<file path="config.mk">
export PLATFORM = sky130hd
export DESIGN_NAME = uart_rx_os
export DESIGN_NICKNAME = d
export VERILOG_FILES = /design/src/rtl/uart_pkg.sv /design/src/rtl/uart_tick_gen.sv /design/src/rtl/uart_rx_os.sv
export SDC_FILE = /design/constraint.sdc
export NUM_CORES = 1
export LEC_CHECK = 0
export CELL_PAD_IN_SITES_DETAIL_PLACEMENT = 0
export CELL_PAD_IN_SITES_GLOBAL_PLACEMENT = 2
export CORE_UTILIZATION = 38
export CTS_CLUSTER_SIZE = 10
export DETAILED_ROUTE_END_ITERATION = 10
export GPL_ROUTABILITY_DRIVEN = 0
export HOLD_SLACK_MARGIN = 0.02
export PLACE_DENSITY_LB_ADDON = 0.1
export SETUP_SLACK_MARGIN = 0.4
export SYNTH_ARGS = -nofsm -noshare
export SYNTH_HDL_FRONTEND = slang
export SYNTH_SLANG_ARGS = --single-unit
</file>
<file path="constraint.sdc">
create_clock -name clk -period 2.2 [get_ports clk]
set_input_delay 0.33 -clock clk [delete_from_list [all_inputs] [get_ports clk]]
set_output_delay 0.33 -clock clk [all_outputs]
set_load 0.02 [all_outputs]
</file>
<file path="src/rtl/uart_pkg.sv">
// Shared types and constants for the oversampling UART blocks.
package uart_pkg;

  localparam int unsigned DATA_BITS       = 8;
  localparam int unsigned UART_OVS_DEFAULT = 16;

  typedef enum logic [2:0] {
    IDLE,
    START,
    DATA,
    PARITY,
    STOP,
    WAIT_HIGH
  } uart_rx_state_t;

  function automatic int unsigned calc_tick_div(input int unsigned clk_freq,
                                                input int unsigned baud,
                                                input int unsigned ovs);
    int unsigned div;
    div = clk_freq / (baud * ovs);
    return (div == 0) ? 1 : div;
  endfunction

endpackage

</file>
<file path="src/rtl/uart_tick_gen.sv">
// Oversample tick generator: wraps every DIV clocks, held at zero while cleared.
module uart_tick_gen #(
  parameter int unsigned DIV = 6
) (
  input  logic clk,
  input  logic rst_n,
  input  logic i_clr,
  output logic o_tick
);

  localparam int unsigned W = (DIV > 1) ? $clog2(DIV) : 1;
  localparam logic [W-1:0] LAST = W'(DIV - 1);

  logic [W-1:0] r_cnt;

  always_ff @(posedge clk or negedge rst_n) begin
    if (!rst_n)
      r_cnt <= '0;
    else if (i_clr || r_cnt == LAST)
      r_cnt <= '0;
    else
      r_cnt <= r_cnt + 1'b1;
  end

  assign o_tick = !i_clr && (r_cnt == LAST);

endmodule

</file>
<file path="src/rtl/uart_rx_os.sv">
// Oversampling 8N1 UART receiver with 3-tick majority vote per bit.
// Define UART_RX_PARITY_EN to receive 8E1 frames and expose parity_err.
module uart_rx_os
  import uart_pkg::*;
#(
  parameter int unsigned CLK_FREQ = 1000000,
  parameter int unsigned BAUD     = 9600,
  parameter int unsigned OVS      = UART_OVS_DEFAULT
) (
  input  logic       clk,
  input  logic       rst,
  input  logic       rx,
  output logic [7:0] dout,
  output logic       donerx,
  output logic       frame_err,
  output logic       busy
`ifdef UART_RX_PARITY_EN
  , output logic     parity_err
`endif
);

  localparam int unsigned TICK_DIV = calc_tick_div(CLK_FREQ, BAUD, OVS);
  localparam int unsigned OW       = $clog2(OVS);
  localparam int unsigned BW       = $clog2(DATA_BITS);
  localparam logic [OW-1:0] OVS_MID  = OW'(OVS / 2 - 1);
  localparam logic [OW-1:0] OVS_LAST = OW'(OVS - 1);
  localparam logic [BW-1:0] BIT_LAST = BW'(DATA_BITS - 1);

  uart_rx_state_t r_state, w_next;

  logic [1:0]           r_sync;
  logic [1:0]           r_hist;
  logic [OW-1:0]        r_ovs;
  logic [BW-1:0]        r_bitcnt;
  logic [DATA_BITS-1:0] r_shreg;
  logic [7:0]           r_dout;
  logic                 r_done, r_ferr;
  logic w_rx_s, w_tick, w_mid, w_end, w_vote, w_par_bad;
  logic w_busy, w_take_bit, w_good, w_ferr_set;
`ifdef UART_RX_PARITY_EN
  logic r_par, r_perr, w_perr_set;
`endif

  assign w_rx_s = r_sync[1];

  uart_tick_gen #(.DIV(TICK_DIV)) u_tick (
    .clk    (clk),
    .rst_n  (rst),
    .i_clr  (r_state == IDLE),
    .o_tick (w_tick)
  );

  // Vote at the 8th tick using that tick's sample and the two before it.
  assign w_mid  = w_tick && (r_ovs == OVS_MID);
  assign w_end  = w_tick && (r_ovs == OVS_LAST);
  assign w_vote = (r_hist[1] & r_hist[0]) | (r_hist[1] & w_rx_s) | (r_hist[0] & w_rx_s);

`ifdef UART_RX_PARITY_EN
  assign w_par_bad = ^{r_shreg, r_par};
`else
  assign w_par_bad = 1'b0;
`endif

  always_ff @(posedge clk or negedge rst) begin
    if (!rst) r_state <= IDLE;
    else      r_state <= w_next;
  end

  always_comb begin
    w_next = r_state;
    case (r_state)
      IDLE:      if (!w_rx_s) w_next = START;
      START:     if (w_mid && w_vote) w_next = IDLE;
                 else if (w_end)      w_next = DATA;
`ifdef UART_RX_PARITY_EN
      DATA:      if (w_end && r_bitcnt == BIT_LAST) w_next = PARITY;
      PARITY:    if (w_end) w_next = STOP;
`else
      DATA:      if (w_end && r_bitcnt == BIT_LAST) w_next = STOP;
`endif
      STOP:      if (w_mid) w_next = w_vote ? IDLE : WAIT_HIGH;
      WAIT_HIGH: if (w_rx_s) w_next = IDLE;
      default:   w_next = IDLE;
    endcase
  end

  always_comb begin
    w_busy     = (r_state != IDLE);
    w_take_bit = (r_state == DATA) && w_mid;
    w_good     = (r_state == STOP) && w_mid && w_vote && !w_par_bad;
    w_ferr_set = (r_state == STOP) && w_mid && !w_vote;
`ifdef UART_RX_PARITY_EN
    w_perr_set = (r_state == STOP) && w_mid && w_vote && w_par_bad;
`endif
  end

  always_ff @(posedge clk or negedge rst) begin
    if (!rst) begin
      r_sync   <= '1;
      r_hist   <= '1;
      r_ovs    <= '0;
      r_bitcnt <= '0;
      r_shreg  <= '0;
      r_dout   <= '0;
      r_done   <= 1'b0;
      r_ferr   <= 1'b0;
`ifdef UART_RX_PARITY_EN
      r_par    <= 1'b0;
      r_perr   <= 1'b0;
`endif
    end else begin
      r_sync <= {r_sync[0], rx};
      r_done <= w_good;
      r_ferr <= w_ferr_set;
`ifdef UART_RX_PARITY_EN
      r_perr <= w_perr_set;
      if (r_state == PARITY && w_mid) r_par <= w_vote;
`endif
      if (r_state == IDLE) begin
        r_ovs    <= '0;
        r_bitcnt <= '0;
      end else if (w_tick) begin
        r_hist <= {r_hist[0], w_rx_s};
        r_ovs  <= (r_ovs == OVS_LAST) ? '0 : r_ovs + 1'b1;
        if (r_state == DATA && r_ovs == OVS_LAST) r_bitcnt <= r_bitcnt + 1'b1;
      end
      if (w_take_bit) r_shreg <= {w_vote, r_shreg[DATA_BITS-1:1]};
      if (w_good)     r_dout  <= r_shreg;
    end
  end

  assign dout      = r_dout;
  assign donerx    = r_done;
  assign frame_err = r_ferr;
  assign busy      = w_busy;
`ifdef UART_RX_PARITY_EN
  assign parity_err = r_perr;
`endif

endmodule
</file>
==> flow_metrics.env <==
export IMPL_cp_arrival_ps=1900
export IMPL_period_minus_slack_ps=1730
export IMPL_antenna_left=0
export IMPL_dp_cells=191
export IMPL_hold_start="r_sync[0]"
export IMPL_p_sw_share_pct=23.24
export IMPL_cts_root_buf="clkbuf_8"
export IMPL_slowest_delay_ps=350
export IMPL_ir_drop_uv=354.3
export IMPL_ys_top_cells_by_count="dfrtp_1 (31), mux2_2 (18), nor2_1 (12), nand2_1 (9)"
export IMPL_p_sw_mw=0.2775
export IMPL_placed_area_sq_um=1784
export IMPL_seq_area_frac_synth_pct=55.26
export IMPL_ys_ff_latch=35
export IMPL_numCtsBuffers=5
export IMPL_first_iter_violations=41
export IMPL_cpMostUsedCell="ha_1"
export IMPL_worst_slew_pin_slew_ps=443.9
export IMPL_rows=23
export IMPL_gr_total_overflow=0
export IMPL_tns_ps=0
export IMPL_multi_input_area_sq_um=745.7
export IMPL_wl_microns=2906
export IMPL_skew_ps=5.782
export IMPL_start_util_pct=39.85
export IMPL_rsz0062_at_grt="yes"
export IMPL_track_usage_pct=14.54
export IMPL_worstReg2RegEnd="r_state[0]"
export IMPL_syn_nets=136
export IMPL_vias=1052
export IMPL_ios=14
export IMPL_grt_pass1_vias=969
export IMPL_vias_per_cell=5.058
export IMPL_hold_end="r_sync[1]"
export IMPL_p_per_area_nw_per_um2=588.7
export IMPL_critical_path_max_fanout=3
export IMPL_worstSetupStartpoint="r_bitcnt[0]"
export IMPL_drc=0
export IMPL_hold_viol_final=0
export IMPL_dieArea_sq_um=4458
export IMPL_clk_latency_ps=280
export IMPL_drtPass1Iterations=4
export IMPL_cts_sinks=35
export IMPL_status="completed"
export IMPL_fp_coreArea_sq_um=4000
export IMPL_numPortBuffers=13
export IMPL_antenna_found_initial=0
export IMPL_grt_pass1_wl_microns=4698
export IMPL_cts_tree="yes"
export IMPL_final_cells=208
export IMPL_yosysTopAreaCell="dfrtp_1"
export IMPL_max_freq_mhz=578.0
export IMPL_async_reset_ff_share_pct=100.0
export IMPL_path_class="reg2reg"
export IMPL_synth_edf_count=0
export IMPL_rr_startpoint="r_bitcnt[0]"
export IMPL_area_growth_pct=27.24
export IMPL_cts_hold_fix_buffers=0
export IMPL_synth_most_common_cell="dfrtp_1"
export IMPL_post_synth_num_cell_types=38
export IMPL_drive_above_1_share_pct=38.61
export IMPL_required_ps=2370
export IMPL_critPathLaunchType="register"
export IMPL_final_period_utilization_pct=78.64
export IMPL_r2r_cells=7
export IMPL_die_w_microns=66.77
export IMPL_yosys_warnings=0
export IMPL_intPower_mw=0.9165
export IMPL_finalSetupViolCount=0
export IMPL_p_clk_share_pct=37.1
export IMPL_maxSlewViolCount=0
export IMPL_end_kind="register"
export IMPL_min_path_cells=0
export IMPL_sequentialPowerShare_pct=55.3
export IMPL_fin_area_sq_um=2028
export IMPL_fillCellCount=368
export IMPL_ff_latch_area_sq_um=884.6
export IMPL_dp_hpwl_microns=1908
export IMPL_crit_chain="ha_1 > ha_1 > nand4_1 > o211ai_1 > o221ai_2 > a21oi_2 > mux2_4"
export IMPL_wl_per_cell_microns=13.97
export IMPL_ys_flop_type="dfrtp_1"
export IMPL_fin_nets=165
export IMPL_slew_headroom_pct=70.41
export IMPL_htreeDepth=2
export IMPL_cap_violations=0
export IMPL_diodes=0
export IMPL_comb_power_share_pct=7.6
export IMPL_hold_ws_ps=356.1
export IMPL_synth_cells=128
export IMPL_die_h_microns=66.77
export IMPL_clk_pin_slew_ps=70
export IMPL_syn_area_sq_um=1594
export IMPL_crit_slowest_cell="dfrtp_1"
export IMPL_r2r_slack_ps=470
export IMPL_hold_class="reg2reg"
export IMPL_grt_max_degree=36
export IMPL_p_leak_nw=0.9544
export IMPL_synthTopCellsByArea="dfrtp_1 (49%), mux2_2 (13%), dfstp_2 (6.6%), ha_1 (3.9%), nor2_1 (2.8%)"
export IMPL_clockBufferDepth=2
export IMPL_avgSynthCellArea_sq_um=12.45
export IMPL_yosysTopAreaCellShare_pct=48.67
## routing by layer
layer	vias to the layer above	wire (microns)	GRT usage [%]
li1	509	-	-
met1	531	1453	20.33
met2	10	1357	20.58
met3	2	75	4.795
met4	0	19	5.585
met5	-	0	0
## power by group through the flow
| stage | combinational [mW] | clock, mW | sequential (mW) |
|---|---|---|---|
| 6_report | 0.0909 | 0.443 | 0.661 |
| 3_3_place_gp | 0.0783 | 0 | 0.673 |
| 3_5_place_dp | 0.0784 | 0 | 0.673 |
| 4_1_cts | 0.0792 | 0.467 | 0.661 |
| 5_1_grt | 0.103 | 0.492 | 0.661 |
| 2_1_floorplan | 0.0514 | 0 | 0.668 |
## worst max-delay path, delay by kind of cell, from the launching register on
kind | cells | cell delay (ps)
adder cells (fa/ha/maj) | 2 | 310
AND/OR/NAND/NOR | 1 | 110
AO/OA/AOI/OAI | 3 | 540
flip-flops | 1 | 350
multiplexers | 1 | 310
## layout by cell type (no fill, tap or decap), drive strengths merged, types with 3 or more instances in the layout
| cell | synthesis | final |
|---|---|---|
| dfrtp | 31 | 31 |
| a21oi | 6 | 6 |
| mux2 | 19 | 19 |
| nor2 | 12 | 12 |
| nor3 | 5 | 5 |
| clkbuf | 1 | 6 |
| nand2 | 10 | 11 |
| inv | 3 | 3 |
| dfstp | 4 | 4 |
| buf | 4 | 13 |
| nand3 | 3 | 3 |
| ha | 5 | 5 |
| mux2i | 3 | 3 |
| clkdlybuf4s50 | 0 | 12 |
## layout make-up
cell class              count  area share [%]
flip-flops and latches     35           43.61
multi-input cells          86           36.77
repair buffers             26           11.78
clock buffers               6           3.578
well taps                  50           3.085
clock inverters             2          0.6169
inverters                   3          0.5552
## cell families (layout without fill, tap and decap cells)
| group | Yosys count | count (layout) | share of synthesized area (%) |
|---|---|---|---|
| and+or+nand+nor | 41 | 42 | 14.05 |
| DFF | 35 | 35 | 55.26 |
| muxes | 22 | 22 | 15.54 |
| AOI/OAI and AO/OA | 13 | 13 | 5.730 |
| buffers and inverters | 8 | 37 | 3.218 |
| adders and majority gates | 6 | 6 | 4.553 |
| xor gates and xnor gates | 3 | 3 | 1.649 |
## sequential cells by signal, summed over array words and instances, names as in the netlist
register,flops
dout,8
r_shreg,8
r_ovs,4
r_bitcnt,3
r_state,3
u_tick.r_cnt,3
r_hist,2
r_sync,2
donerx,1
frame_err,1
## timing repair
action                                  in CTS  in global routing
buffers inserted                             0                  8
endpoints found under the setup margin      18                 19
pin swaps                                    0                  6
gates cloned                                 0                  1
gates resized for setup                      5                 13
## worst max-delay path by stage
stage                 endpoint  slack, ps  cells after the start
detailed placement  r_shreg[0]        300                      6
global route        r_state[0]        370                      7
global placement    r_shreg[4]        340                      6
CTS                 r_state[0]        350                      7
floorplan           r_state[0]        480                      7
finish              r_state[0]        470                      7
## per-stage QoR
stage	power [mW]	utilization, %	worst slack [ps]
after floorplan	0.7197	-	481.5
after global placement	0.7513	44.60	338.4
after detailed placement	0.7516	44.60	297.1
after CTS	1.208	47.20	353.1
after global routing	1.256	50.70	374.9
final	1.194	50.70	469.9
Power figures use the tool's default switching activity.
